$ cat src/rtl/riscv_pkg.sv
// Shared RV32I load/store codes, arbiter FSM states and helpers.
// Imported by the memory arbiter and its lane aligner.
package riscv_pkg;

   localparam logic [2:0] LS_B  = 3'b000;
   localparam logic [2:0] LS_H  = 3'b001;
   localparam logic [2:0] LS_W  = 3'b010;
   localparam logic [2:0] LS_BU = 3'b100;
   localparam logic [2:0] LS_HU = 3'b101;

   localparam logic [31:0] NOP = 32'h0000_0013;

   typedef enum logic [1:0] {
      ST_IDLE,
      ST_BUSY,
      ST_RESP
   } arb_state_t;

   function automatic logic ls_legal(
      input logic [2:0] t
   );
      return t inside {LS_B, LS_H, LS_W, LS_BU, LS_HU};
   endfunction

   function automatic logic ls_misaligned(
      input logic [2:0] t,
      input logic [1:0] a
   );
      logic r;
      r = 1'b0;
      if (t == LS_H || t == LS_HU)
         r = a[0];
      else if (t == LS_W)
         r = |a;
      return r;
   endfunction

endpackage

$ cat src/rtl/core_mem_arbiter_if.sv
// Core-side and memory-side bus of the fetch/data memory arbiter.
// master = arbiter, slave = core ports plus memory.
interface core_mem_arbiter_if #(
   parameter int ADDR_W = 32
);
   logic              if_req;
   logic [ADDR_W-1:0] if_addr;
   logic [31:0]       if_rdata;
   logic              if_ack;

   logic              d_req;
   logic              d_we;
   logic [ADDR_W-1:0] d_addr;
   logic [2:0]        d_type;
   logic [31:0]       d_wdata;
   logic [31:0]       d_rdata;
   logic              d_ack;
   logic              d_err;

   logic              mem_req;
   logic              mem_we;
   logic [ADDR_W-1:0] mem_addr;
   logic [3:0]        mem_be;
   logic [31:0]       mem_wdata;
   logic [31:0]       mem_rdata;
   logic              mem_ready;

   modport master (
      input  if_req, if_addr,
      input  d_req, d_we, d_addr,
      input  d_type, d_wdata,
      input  mem_rdata, mem_ready,
      output if_rdata, if_ack,
      output d_rdata, d_ack, d_err,
      output mem_req, mem_we, mem_addr,
      output mem_be, mem_wdata
   );

   modport slave (
      output if_req, if_addr,
      output d_req, d_we, d_addr,
      output d_type, d_wdata,
      output mem_rdata, mem_ready,
      input  if_rdata, if_ack,
      input  d_rdata, d_ack, d_err,
      input  mem_req, mem_we, mem_addr,
      input  mem_be, mem_wdata
   );

endinterface

$ cat src/rtl/core_mem_arbiter_lsu_align.sv
// Byte-enable / store-lane generation and load extraction,
// driven from the latched access type and byte offset.
module lsu_align
   import riscv_pkg::*;
(
   input  logic [2:0]  ls_type,
   input  logic [1:0]  ofs,
   input  logic [31:0] wdata,
   input  logic [31:0] rdata,
   output logic [3:0]  be,
   output logic [31:0] wdata_lane,
   output logic [31:0] rdata_ext
);

   logic        is_b;
   logic        is_h;
   logic        sx;
   logic [31:0] sh;

   assign is_b = (ls_type[1:0] == 2'b00);
   assign is_h = (ls_type[1:0] == 2'b01);
   assign sx   = ~ls_type[2];
   assign sh   = rdata >> {ofs, 3'b000};

   always_comb begin
      be         = 4'b1111;
      wdata_lane = wdata;
      rdata_ext  = rdata;
      unique case (1'b1)
         is_b: begin
            be         = 4'b0001 << ofs;
            wdata_lane = {4{wdata[7:0]}};
            rdata_ext  = {{24{sx & sh[7]}},
                          sh[7:0]};
         end
         is_h: begin
            be         = 4'b0011 << ofs;
            wdata_lane = {2{wdata[15:0]}};
            rdata_ext  = {{16{sx & sh[15]}},
                          sh[15:0]};
         end
         default: ;
      endcase
   end

endmodule

$ cat src/rtl/core_mem_arbiter.sv
// Fetch/load-store arbiter in front of a single-ported memory,
// with per-transaction timeout and load extension.
module core_mem_arbiter
   import riscv_pkg::*;
#(
   parameter int ADDR_W  = 32,
   parameter int TIMEOUT = 255
) (
   input logic               clk,
   input logic               rst,
   core_mem_arbiter_if.master bus
);

   localparam int CW = $clog2(TIMEOUT + 1);
   localparam logic [CW-1:0] TO_LAST =
      CW'(TIMEOUT - 1);

   arb_state_t state_q;
   arb_state_t state_d;

   logic              gnt_d_q;
   logic              last_d_q;
   logic              we_q;
   logic              err_q;
   logic [ADDR_W-1:0] addr_q;
   logic [2:0]        type_q;
   logic [31:0]       wdata_q;
   logic [31:0]       ird_q;
   logic [31:0]       drd_q;
   logic [CW-1:0]     cnt_q;

   logic        take_d;
   logic        take_f;
   logic        bad_d;
   logic        timeout;
   logic        mem_req;
   logic        mem_we;
   logic [3:0]  mem_be;
   logic        if_ack;
   logic        d_ack;
   logic        d_err;
   logic [3:0]  be;
   logic [31:0] wlane;
   logic [31:0] rext;

   // Data wins unless it also won last time and fetch is waiting.
   assign take_d  = bus.d_req &&
                    !(bus.if_req && last_d_q);
   assign take_f  = bus.if_req && !take_d;
   assign bad_d   = !ls_legal(bus.d_type) ||
                    ls_misaligned(bus.d_type,
                                  bus.d_addr[1:0]);
   assign timeout = (cnt_q == TO_LAST);

   lsu_align u_align (
      .ls_type    (type_q),
      .ofs        (addr_q[1:0]),
      .wdata      (wdata_q),
      .rdata      (bus.mem_rdata),
      .be         (be),
      .wdata_lane (wlane),
      .rdata_ext  (rext)
   );

   always_ff @(posedge clk or posedge rst) begin
      if (rst)
         state_q <= ST_IDLE;
      else
         state_q <= state_d;
   end

   always_comb begin
      state_d = state_q;
      mem_req = 1'b0;
      mem_we  = 1'b0;
      mem_be  = 4'b0000;
      if_ack  = 1'b0;
      d_ack   = 1'b0;
      d_err   = 1'b0;
      unique case (state_q)
         ST_IDLE: begin
            if (take_d && bad_d)
               state_d = ST_RESP;
            else if (take_d || take_f)
               state_d = ST_BUSY;
         end
         ST_BUSY: begin
            mem_req = 1'b1;
            mem_we  = we_q;
            mem_be  = be;
            if (bus.mem_ready || timeout)
               state_d = ST_RESP;
         end
         ST_RESP: begin
            d_ack   = gnt_d_q;
            if_ack  = !gnt_d_q;
            d_err   = gnt_d_q && err_q;
            state_d = ST_IDLE;
         end
         default: state_d = ST_IDLE;
      endcase
   end

   always_ff @(posedge clk or posedge rst) begin
      if (rst) begin
         gnt_d_q  <= 1'b0;
         last_d_q <= 1'b0;
         we_q     <= 1'b0;
         err_q    <= 1'b0;
         addr_q   <= '0;
         type_q   <= LS_B;
         wdata_q  <= '0;
         ird_q    <= '0;
         drd_q    <= '0;
         cnt_q    <= '0;
      end else begin
         unique case (state_q)
            ST_IDLE: begin
               if (take_d || take_f) begin
                  gnt_d_q  <= take_d;
                  last_d_q <= take_d;
                  we_q     <= take_d && bus.d_we;
                  addr_q   <= take_d ? bus.d_addr
                                     : bus.if_addr;
                  type_q   <= take_d ? bus.d_type
                                     : LS_W;
                  wdata_q  <= take_d ? bus.d_wdata
                                     : '0;
                  err_q    <= take_d && bad_d;
                  cnt_q    <= '0;
               end
            end
            ST_BUSY: begin
               cnt_q <= cnt_q + 1'b1;
               // Ready on the final cycle still completes cleanly.
               if (bus.mem_ready) begin
                  err_q <= 1'b0;
                  if (gnt_d_q)
                     drd_q <= we_q ? '0 : rext;
                  else
                     ird_q <= bus.mem_rdata;
               end else if (timeout) begin
                  err_q <= 1'b1;
                  if (gnt_d_q)
                     drd_q <= '0;
                  else
                     ird_q <= NOP;
               end
            end
            default: ;
         endcase
      end
   end

   assign bus.mem_req   = mem_req;
   assign bus.mem_we    = mem_we;
   assign bus.mem_be    = mem_be;
   assign bus.mem_addr  = {addr_q[ADDR_W-1:2], 2'b00};
   assign bus.mem_wdata = wlane;
   assign bus.if_ack    = if_ack;
   assign bus.if_rdata  = ird_q;
   assign bus.d_ack     = d_ack;
   assign bus.d_err     = d_err;
   assign bus.d_rdata   = drd_q;

endmodule
$ cat src/flat_wrapper.sv
// flat-port wrapper written by rule: the top's interface ports become plain ports
module core_mem_arbiter_flat import riscv_pkg::*;
#(
   parameter int ADDR_W  = 32,
   parameter int TIMEOUT = 255
)
  (clk, rst, bus_if_req, bus_if_addr, bus_d_req, bus_d_we, bus_d_addr, bus_d_type, bus_d_wdata, bus_mem_rdata, bus_mem_ready, bus_if_rdata, bus_if_ack, bus_d_rdata, bus_d_ack, bus_d_err, bus_mem_req, bus_mem_we, bus_mem_addr, bus_mem_be, bus_mem_wdata);
  core_mem_arbiter_if #(.ADDR_W(ADDR_W)) bus_i ();
  input logic clk;
  input logic rst;
  input wire logic [$bits(bus_i.if_req)-1:0] bus_if_req;
  input wire logic [$bits(bus_i.if_addr)-1:0] bus_if_addr;
  input wire logic [$bits(bus_i.d_req)-1:0] bus_d_req;
  input wire logic [$bits(bus_i.d_we)-1:0] bus_d_we;
  input wire logic [$bits(bus_i.d_addr)-1:0] bus_d_addr;
  input wire logic [$bits(bus_i.d_type)-1:0] bus_d_type;
  input wire logic [$bits(bus_i.d_wdata)-1:0] bus_d_wdata;
  input wire logic [$bits(bus_i.mem_rdata)-1:0] bus_mem_rdata;
  input wire logic [$bits(bus_i.mem_ready)-1:0] bus_mem_ready;
  output wire logic [$bits(bus_i.if_rdata)-1:0] bus_if_rdata;
  output wire logic [$bits(bus_i.if_ack)-1:0] bus_if_ack;
  output wire logic [$bits(bus_i.d_rdata)-1:0] bus_d_rdata;
  output wire logic [$bits(bus_i.d_ack)-1:0] bus_d_ack;
  output wire logic [$bits(bus_i.d_err)-1:0] bus_d_err;
  output wire logic [$bits(bus_i.mem_req)-1:0] bus_mem_req;
  output wire logic [$bits(bus_i.mem_we)-1:0] bus_mem_we;
  output wire logic [$bits(bus_i.mem_addr)-1:0] bus_mem_addr;
  output wire logic [$bits(bus_i.mem_be)-1:0] bus_mem_be;
  output wire logic [$bits(bus_i.mem_wdata)-1:0] bus_mem_wdata;
  assign bus_i.if_req = bus_if_req;
  assign bus_i.if_addr = bus_if_addr;
  assign bus_i.d_req = bus_d_req;
  assign bus_i.d_we = bus_d_we;
  assign bus_i.d_addr = bus_d_addr;
  assign bus_i.d_type = bus_d_type;
  assign bus_i.d_wdata = bus_d_wdata;
  assign bus_i.mem_rdata = bus_mem_rdata;
  assign bus_i.mem_ready = bus_mem_ready;
  assign bus_if_rdata = bus_i.if_rdata;
  assign bus_if_ack = bus_i.if_ack;
  assign bus_d_rdata = bus_i.d_rdata;
  assign bus_d_ack = bus_i.d_ack;
  assign bus_d_err = bus_i.d_err;
  assign bus_mem_req = bus_i.mem_req;
  assign bus_mem_we = bus_i.mem_we;
  assign bus_mem_addr = bus_i.mem_addr;
  assign bus_mem_be = bus_i.mem_be;
  assign bus_mem_wdata = bus_i.mem_wdata;
  core_mem_arbiter #(.ADDR_W(ADDR_W), .TIMEOUT(TIMEOUT)) u_core (.clk(clk), .rst(rst), .bus(bus_i));
endmodule
$ cat config.mk
export PLATFORM = sky130hd
export DESIGN_NAME = core_mem_arbiter_flat
export DESIGN_NICKNAME = d
export VERILOG_FILES = /design/src/rtl/riscv_pkg.sv /design/src/rtl/core_mem_arbiter_if.sv /design/src/rtl/core_mem_arbiter_lsu_align.sv /design/src/rtl/core_mem_arbiter.sv /design/src/flat_wrapper.sv
export SDC_FILE = /design/constraint.sdc
export NUM_CORES = 1
export LEC_CHECK = 0
export CORE_MARGIN = 2
export CORE_UTILIZATION = 49
export CTS_BUF_LIST = sky130_fd_sc_hd__clkbuf_4
export DETAILED_ROUTE_END_ITERATION = 12
export GPL_TIMING_DRIVEN = 0
export PLACE_DENSITY = 0.93
export SETUP_SLACK_MARGIN = 0.2
export SLEW_MARGIN = 20
export SYNTH_ARGS = -nofsm -noshare
export SYNTH_HDL_FRONTEND = slang
export SYNTH_HIERARCHICAL = 1
export SYNTH_SLANG_ARGS = --single-unit
$ cat constraint.sdc
create_clock -name clk -period 13.4 [get_ports clk]
set_input_delay 2.68 -clock clk [delete_from_list [all_inputs] [get_ports clk]]
set_output_delay 2.68 -clock clk [all_outputs]
set_load 0.05 [all_outputs]
==> impl_metrics.ini <==
[timing]
min_period_over_period_pct = 43.8
layout_setup_ws_ps = 7530
fin_skew_ps = 26.1
setup-tns-final_ps = 0
setup_violations = 0
worst_pin_slew_ps = 947
hold_viol = 0
fmax_mhz = 170
rsz0062_at_grt = false
finalCriticalPeriod_ps = 5870
maxSlewViolCount = 0
slew_headroom_pct = 36.6

[worst_setup_path]
r2r_cells = 6
crit_arrival_ps = 3190
endpoint_kind = output port
critPathKind = reg2out
cp-startpoint = u_core/type_q[1]
crit_fanout = 10
crit_end = bus_mem_be[1]
worstReg2RegEnd = u_core/bus.d_rdata[23]
reg2reg_from = u_core/addr_q[0]
startpoint_type = register
r2r_slack_ps = 11350
required_ps = 10720

[synth]
yosys_most_used_dff = dfrtp_1
synth_edf_count = 0
synth_cell_types = 51
synth.cell_area_mm2 = 0.00721
ys_warn_count = 6
synth_area_leaders = dfrtp_1 50%, a22o_1 12%, mux2i_1 7.2%, o21ai_0 4.9%, buf_4 4.2%
ys_seq_area_share_pct = 50.0
ys_ff_latch = 144
synth_top_area_share_pct = 50.0
synth_area_per_cell_um2 = 10.7
synthArstFlopShare_pct = 100
synth_cells = 673
synth_top_cell_by_area = dfrtp_1

[cells_and_area]
fill_cells = 1025
final_common_cell = clkdlybuf4s50_1
nets = 1104
syn2layout_area_growth_pct = 45.6
final_cells = 1163
layout.area.seq_mm2 = 0.00360
drive_above_1_share_pct = 12.9
layout_common_cells = 271 x clkdlybuf4s50_1, 144 x dfrtp_1, 97 x a22o_1
multi_input_area_mm2 = 0.00301
final_util_pct = 72.5

[placement]
portBuffers = 271
pre_cts_ws_ps = 8090
dp_cells = 1130
gp_congestion = 0.896
dp_hpwl_um = 17200

[grt]
grt_pass1_wl_um = 36100
grtUsageTotal_pct = 29.4
first_global_vias = 6695
antenna_found_initial = 1
grt_overflow = 0
grt_max_degree = 97

[clock_tree]
htree_levels = 4
numCtsBuffers = 17
cts_resized = 0
cts_buffer_depth = 2
clock_tree.root_cell = clkbuf_4
clock_latency_ps = 550
clock_sinks = 144
cts_setup_buffers = 0
postCtsHoldBufs = 0
path_clk_slew_ps = 120
cts_tree = done

[run]
drv_cap = 0

[power]
internal-power_w = 0.00143
ir_drop_mv = 0.188
p_seq_share_pct = 26.0
netSwitchingPower_w = 0.00145
p_clk_share_pct = 10.3
combinationalPowerShare_pct = 63.8
p_sw_share_pct = 50.3
powerDensity_mw_per_mm2 = 274
p_leak_nw = 4.73

[drt]
vias = 6700
final_antenna_net_count = 0
vias_per_cell = 5.76
first_iter_violations = 539
drt_pass1_iterations = 5
wl_per_cell_um = 19.8
drc_errors = 0
routed_wl_um = 23000

[worst_hold_path]
min_path_type = reg2reg

[floorplanning]
die-area_mm2 = 0.0157
io_pins = 274
core.rowCount = 44
initial_core_util_pct = 49.8
die_w_um = 125
die_h_um = 125
core_mm2 = 0.0145

[outcome]
status = finished clean
[worst min-delay path by stage]
stage / cells past startpoint / endpoint / from / slack (ps)
5_1_grt: 2 / u_core/addr_q[23] / u_core/addr_q[23] / 510
6_report: 2 / u_core/addr_q[28] / u_core/addr_q[28] / 490
3_5_place_dp: 2 / u_core/addr_q[23] / u_core/addr_q[23] / 470
4_1_cts: 2 / u_core/addr_q[28] / u_core/addr_q[28] / 500
3_3_place_gp: 2 / u_core/addr_q[24] / u_core/addr_q[24] / 460
2_1_floorplan: 2 / u_core/addr_q[0] / u_core/addr_q[0] / 440
[worst max-delay path: stages, from the launching register on]
cell and delay, ps:
dfrtp_1 360, buf_2 220, clkbuf_1 430, clkbuf_1 500, o21bai_1 190, and2_1 130
clkdlybuf4s50_1 810
[state kept, by name (all words and copies together), names as in the netlist, 2 cells and up]
signal / count
u_core/cnt_q: 8
u_core/state_q: 2
u_core/bus.d_rdata: 32
u_core/type_q: 3
u_core/wdata_q: 32
u_core/addr_q: 32
u_core/bus.if_rdata: 32
[cell usage after synthesis (4+ instances only)]
| cell type | number |
|---|---|
| a21oi_1 | 4 |
| a22o_1 | 97 |
| a22oi_1 | 7 |
| and2_1 | 8 |
| and3_1 | 8 |
| buf_2 | 19 |
| buf_4 | 40 |
| clkbuf_1 | 30 |
| dfrtp_1 | 144 |
| inv_1 | 13 |
| mux2_2 | 24 |
| mux2i_1 | 52 |
| nand2_1 | 74 |
| nand2b_1 | 12 |
| nor2_1 | 10 |
| o21ai_0 | 70 |
| o221ai_1 | 7 |
[power groups by stage]
stage | clock network [W] | registers [W] | logic, W
6_report | 0.000295 | 0.000748 | 0.00184
5_1_grt | 0.000316 | 0.000771 | 0.00192
4_1_cts | 0.000298 | 0.000745 | 0.00183
3_5_place_dp | 0 | 0.000752 | 0.00183
3_3_place_gp | 0 | 0.000743 | 0.00179
2_1_floorplan | 0 | 0.00102 | 0.000949
[layout make-up]
cell class	instances	share of cell area (%)
multi-input cells	423	28.7
well taps	184	2.19
plain buffers	94	5.23
clock buffers	18	1.29
repair buffers	272	26.1
clock inverters	14	1.57
flip-flops and latches	144	34.3
inverters	13	0.537
diodes	1	0.0238
[metal layers]
| layer | global-route usage (%) | vias up | share of wire [%] |
|---|---|---|---|
| met5 | 0 | - | 0 |
| met3 | 7.79 | 49 | 8.9 |
| met2 | 50.3 | 388 | 50 |
| met1 | 35.2 | 3274 | 38 |
| li1 | - | 2989 | - |
| met4 | 12.3 | 0 | 3.4 |
[cells by family after synthesis]
logic type               Yosys count  synth area share, %
flip-flops                       144                 50.0
adder cells (fa/ha/maj)            2                0.347
other                              1               0.0520
buffers and inverters            107                 8.30
AND/OR/NAND/NOR                  132                 8.80
AO/OA/AOI/OAI                    208                 21.0
multiplexers                      77                 11.3
XOR/XNOR                           2                0.243
[stage by stage]
step | area, µm² | power [W] | hold WS [ps]
2_1_floorplan | 7210 | 0.00197 | 445
3_3_place_gp | 10200 | 0.00254 | 463
3_5_place_dp | 10200 | 0.00258 | 471
4_1_cts | 10500 | 0.00288 | 498
5_1_grt | 10500 | 0.00301 | 514
6_report | 10500 | 0.00288 | 492
No activity file was read; power rests on OpenSTA's default activity.
==> RTL edit 1, RTL diff (same flow settings) <==
`ADDR_W` is set to 32 in 3 places; all go to 24.
--- a/src/rtl/core_mem_arbiter_if.sv
+++ b/src/rtl/core_mem_arbiter_if.sv
@@ -2,5 +2,5 @@
 // master = arbiter, slave = core ports plus memory.
 interface core_mem_arbiter_if #(
-   parameter int ADDR_W = 32
+   parameter int ADDR_W = 24
 );
    logic              if_req;
--- a/src/rtl/core_mem_arbiter.sv
+++ b/src/rtl/core_mem_arbiter.sv
@@ -4,5 +4,5 @@
    import riscv_pkg::*;
 #(
-   parameter int ADDR_W  = 32,
+   parameter int ADDR_W  = 24,
    parameter int TIMEOUT = 255
 ) (
--- a/src/flat_wrapper.sv
+++ b/src/flat_wrapper.sv
@@ -2,5 +2,5 @@
 module core_mem_arbiter_flat import riscv_pkg::*;
 #(
-   parameter int ADDR_W  = 32,
+   parameter int ADDR_W  = 24,
    parameter int TIMEOUT = 255
 )
Interface: changed (resized bus_d_addr, bus_if_addr and bus_mem_addr); port bits go from 274 to 250. No check against the original RTL was run, so the function may have changed too.
==> RTL edit 1 against the original RTL <==
Via count decreased by 6.1%. Sequential cell count down 8. Design area is 7.5% lower. Cell count decreased by 6.6%. Power down 8.6%. Routed wire length shrank 7.6%. Area after synthesis shrank 5.9%. Setup slack got worse by 130 ps.
==> RTL edit 1: results (changes against the original RTL) <==
dr.first_iter.drc_count: 644  # +19%
seq_area_frac_synth: 0.501  # +0.00165
gp_congestion: 0.906  # +1.1%
synth_commonest_cells: "dfrtp_1, a22o_1, nand2_1"
avgRoutedWirePerCell_microns: 19.6  # -1.0%
track_usage: 0.295  # +0.00146
portBuffers: 247  # -8.9%
power_leakage_nw: 4.37  # -7.7%
arrival_ps: 3320  # +130 ps
dp_slack_ps: 8050  # -41.8 ps
cpPeakStageDelay_ps: 850  # +40 ps
grt_pass1_wl_microns: 33300  # -8.0%
antenna_found_initial: 0  # -1
routed-wl-met2_microns: 10200  # -11%
dp_hpwl_microns: 15900  # -7.7%
fin_nets: 1021  # -7.5%
drive_gt1_frac: 0.119  # -0.00963
met1Wirelength_microns: 8160  # -6.5%
routed-wl-met3_microns: 2120  # +4.0%
worst_slew_pin_slew_ps: 1110  # +163 ps
yosys_warnings: 6  # unchanged
numPlacedInstances: 1059  # -6.3%
fill_cells: 1030  # +0.49%
wirelength_microns: 21300  # -7.6%
n_antenna_cell: 0  # -1
synth.area.top_cells: "dfrtp_1, a22o_1, mux2i_1, o21ai_0, mux2_2"
grt_max_degree: 84  # -13%
status: "complete, no violations"
first_global_vias: 6171  # -7.8%
vias_per_cell: 5.80  # +0.60%
==> RTL edit 1: power by group <==
| part | total, W | internal [W] | switching [W] |
|---|---|---|---|
| Sequential | 0.000703 | 0.000584 | 0.000119 |
| Clock | 0.000208 | 0.0000686 | 0.000139 |
| Combinational | 0.00172 | 0.000635 | 0.00109 |
==> RTL edit 1: worst min-delay path, delay by kind of cell (launching register included) <==
kind	cells	cell delay, ps
flops	1	360
compound gates	1	60
simple gates	1	50
==> RTL edit 1: area by class of cell <==
type,instances,area share
multi-input combinational,399,0.295
buffer,83,0.0491
sequential,136,0.351
inverter,13,0.00580
clock buffer,19,0.0147
tap,180,0.0232
clock inverter,8,0.00387
timing repair buffer,248,0.258
==> RTL edit 1: cell families (layout without fill, tap and decap cells) <==
logic type / count (synthesis) / in the layout / synth area share
flops: 136 / 136 / 0.501
fa+ha+maj: 2 / 2 / 0.00369
xor+xnor: 2 / 2 / 0.00258
simple gates: 124 / 124 / 0.0891
compound gates: 200 / 200 / 0.217
buf+inv: 96 / 371 / 0.0774
mux: 69 / 69 / 0.108
other cells: 1 / 2 / 0.000553
==> RTL edit 1: final timing paths <==
path / startpoint / endpoint / cells past startpoint / slack [ps]
setup / recovery: u_core/type_q[1] / bus_mem_wdata[30] / 6 / 7400
hold / removal: u_core/addr_q[5] / u_core/addr_q[5] / 2 / 490
setup reg to reg: u_core/type_q[1] / u_core/bus.d_rdata[20] / 6 / 11280
hold reg to reg: u_core/addr_q[5] / u_core/addr_q[5] / 2 / 490
max in group asynchronous: rst / u_core/bus.d_rdata[1] / 3 / 10140
min in group asynchronous: rst / u_core/bus.d_rdata[30] / 2 / 2540
==> RTL edit 1: stage by stage <==
step           area (sq um)  utilization  power, W
4_1_cts                9700        0.707   0.00263
3_3_place_gp           9490        0.692   0.00238
2_1_floorplan          6790            -   0.00185
3_5_place_dp           9520        0.694   0.00242
6_report               9700        0.707   0.00263
5_1_grt                9700        0.707   0.00276
==> RTL edit 1: routing by layer <==
metal	track usage	vias to the layer above
met2	0.484	412
met5	0	-
li1	-	2802
met3	0.0852	59
met4	0.124	0
met1	0.367	3021
==> RTL edit 2, RTL diff (same flow settings) <==
Made on the original files. Reset style: synchronous (`rst`), changed in 2 clocked blocks.
--- a/src/rtl/core_mem_arbiter.sv
+++ b/src/rtl/core_mem_arbiter.sv
@@ -63,5 +63,5 @@
    );
 
-   always_ff @(posedge clk or posedge rst) begin
+   always_ff @(posedge clk) begin
       if (rst)
          state_q <= ST_IDLE;
@@ -102,5 +102,5 @@
    end
 
-   always_ff @(posedge clk or posedge rst) begin
+   always_ff @(posedge clk) begin
       if (rst) begin
          gnt_d_q  <= 1'b0;
Function: differs if rst is asserted again (counterexample within 4 cycles, from zero or initial values and one cycle with rst high); with rst held inactive, the same outputs for 4 cycles.
==> RTL edit 2 against the original RTL <==
Setup slack worse by 60 ps. Clock skew decreased by 8.4 ps. Area after synthesis down 5.1%. Sequential cell count stayed put. Sequential share of layout area decreased by 5.7 points. First-iteration DRC count grew 51%. Synthesized cell count grew 13%. Critical path type unchanged. Highest routed layer unchanged. Critical path depth did not move. Routed wire length rose by 3.6%. Die area shrank 5.0%. Design area down 4.1%.
Power is not compared: it rests on default switching activity, and its combinational part moved more than twofold at a synthesized area within 25%.
==> RTL edit 2: results (changes against the original RTL) <==
seq_area_frac_synth: 0.422  # -0.0783
grt_pass1_wl_microns: 36700  # +1.4%
portBuffers: 271  # unchanged
cts.repair.resized: 0  # unchanged
h-tree-depth: 4  # unchanged
dr.first_iter.drc_count: 813  # +51%
synth.area.top_cells: "dfxtp_1, a22o_1, nand2_1, buf_4, a22oi_1"
numCtsBuffers: 17  # unchanged
clk_pin_slew_worst_paths_ps: 130
r2r_slack_ps: 11420  # +70 ps
arrival_ps: 3250  # +60 ps
hp-start: "u_core/bus.if_rdata[0]"
routed.top_layer: "met4"
dp_hpwl_microns: 18000  # +4.8%
ys_types: 54  # +5.9%
synth_commonest_cells: "dfxtp_1, nand2_1, nor2_1"
drive_gt1_frac: 0.142  # +0.0136
timing.rr.start: "u_core/addr_q[0]"
grt_max_degree: 17  # -82%
drtPass1Iterations: 5  # unchanged
gp_congestion: 0.972  # +8.5%
worst_slew_pin_slew_ps: 885  # -62.1 ps
hold_end: "u_core/bus.if_rdata[0]"
via_count: 7221  # +7.8%
cp-start-kind: "register"
status: "complete, no violations"
yosys_warnings: 6  # unchanged
fill_cells: 1005  # -2.0%
synth_compound_area_frac: 0.241  # +0.0315
clock_skew_ps: 17.7  # -8.42 ps
track_usage: 0.318  # +0.0244
crit_fanout: 10  # unchanged
async_flop_share: 0  # -1.00
synth_mux_area_frac: 0.0708  # -0.0420
fin_nets: 1193  # +8.1%
peakVddDrop_mv: 0.0881
whs_path_depth: 2  # unchanged
cts_root_buf: "clkbuf_4"
r2r_end: "u_core/bus.d_rdata[22]"
antenna_found_initial: 1  # unchanged
routed-wl-met2_microns: 11900  # +4.0%
clock_latency_ps: 560
routed-wl-met3_microns: 2420  # +18%
synth_fa_ha_area_frac: 0.00366  # +0.000188
clock_path_buffers: 2  # unchanged
power_leakage_nw: 3.95
reg2reg_depth: 6  # unchanged
met1Wirelength_microns: 8610  # -1.3%
post-cts-setup-buffers: 0  # unchanged
synth_xor_area_frac: 0  # -0.00243
first_global_vias: 6857  # +2.4%
avgRoutedWirePerCell_microns: 19.1  # -3.4%
hp-class: "reg2reg"
RTL edit 2: cell types whose count changed after synthesis, sizes merged, moves of 8 or more:
cell    before  now
nor2        10   86
dfxtp        0  144
dfrtp      144    0
o21ai       71   35
a22o        97   61
a22oi        7   42
mux2i       52   18
clkbuf      30   22
buf         64   84
a311oi       0   32
nand2       74  100
RTL edit 2: cells by family after synthesis:
logic type               count (synthesis)
buffers and inverters                  120
multiplexers                            44
flip-flops                             144
AND/OR/NAND/NOR                        241
adder cells (fa/ha/maj)                  2
AO/OA/AOI/OAI                          211
other                                    1
RTL edit 2: how the worst max path moves through the flow:
stage / startpoint / end / slack [ps]
3_3_place_gp: u_core/type_q[1] / bus_mem_wdata[27] / 8200
2_1_floorplan: u_core/last_d_q / bus_d_err / 8330
3_5_place_dp: u_core/type_q[1] / bus_mem_be[1] / 8170
6_report: u_core/type_q[1] / bus_mem_wdata[27] / 7470
5_1_grt: u_core/type_q[1] / bus_mem_be[1] / 7370
4_1_cts: u_core/type_q[1] / bus_mem_be[1] / 7540
RTL edit 2: layout make-up:
class                           instances  area, sq um  share of cell area
Inverter                               14         57.6             0.00572
Buffer                                106          661              0.0657
Clock inverter                         15          151              0.0150
Multi-Input combinational cell        500         3240               0.322
Clock buffer                           17          128              0.0127
Antenna cell                            1         2.50            0.000249
Timing Repair Buffer                  271         2710               0.270
Sequential cell                       144         2880               0.286
Tap cell                              180          225              0.0224
RTL edit 2: power breakdown:
group	switching, W	internal, W	total, W
registers	0.0000205	0.000457	0.000478
clock network	0.000180	0.0000979	0.000278
logic	0.000252	0.000171	0.000423
RTL edit 2: metal layers:
layer  up-vias  GRT usage
met3        69     0.0796
met2       484      0.553
met4         0      0.136
met5         -          0
li1       3283          -
met1      3385      0.371
RTL edit 2: critical path: stages (launching register included):
cell,delay (ps)
dfxtp_1,400
buf_2,230
clkbuf_1,370
clkbuf_1,520
nand2_1,120
o21ai_0,170
clkdlybuf4s50_1,870
RTL edit 2: stage by stage:
stage | std cells | hold slack, ps | worst slack, ps | util | instance area, sq um
after floorplan | 764 | 434 | 8330 | - | 6840
after global placement | 1215 | 442 | 8200 | 0.710 | 9780
after detailed placement | 1215 | 445 | 8170 | 0.710 | 9780
after CTS | 1247 | 468 | 7540 | 0.730 | 10100
after global routing | 1248 | 487 | 7370 | 0.731 | 10100
final | 1248 | 466 | 7470 | 0.731 | 10100
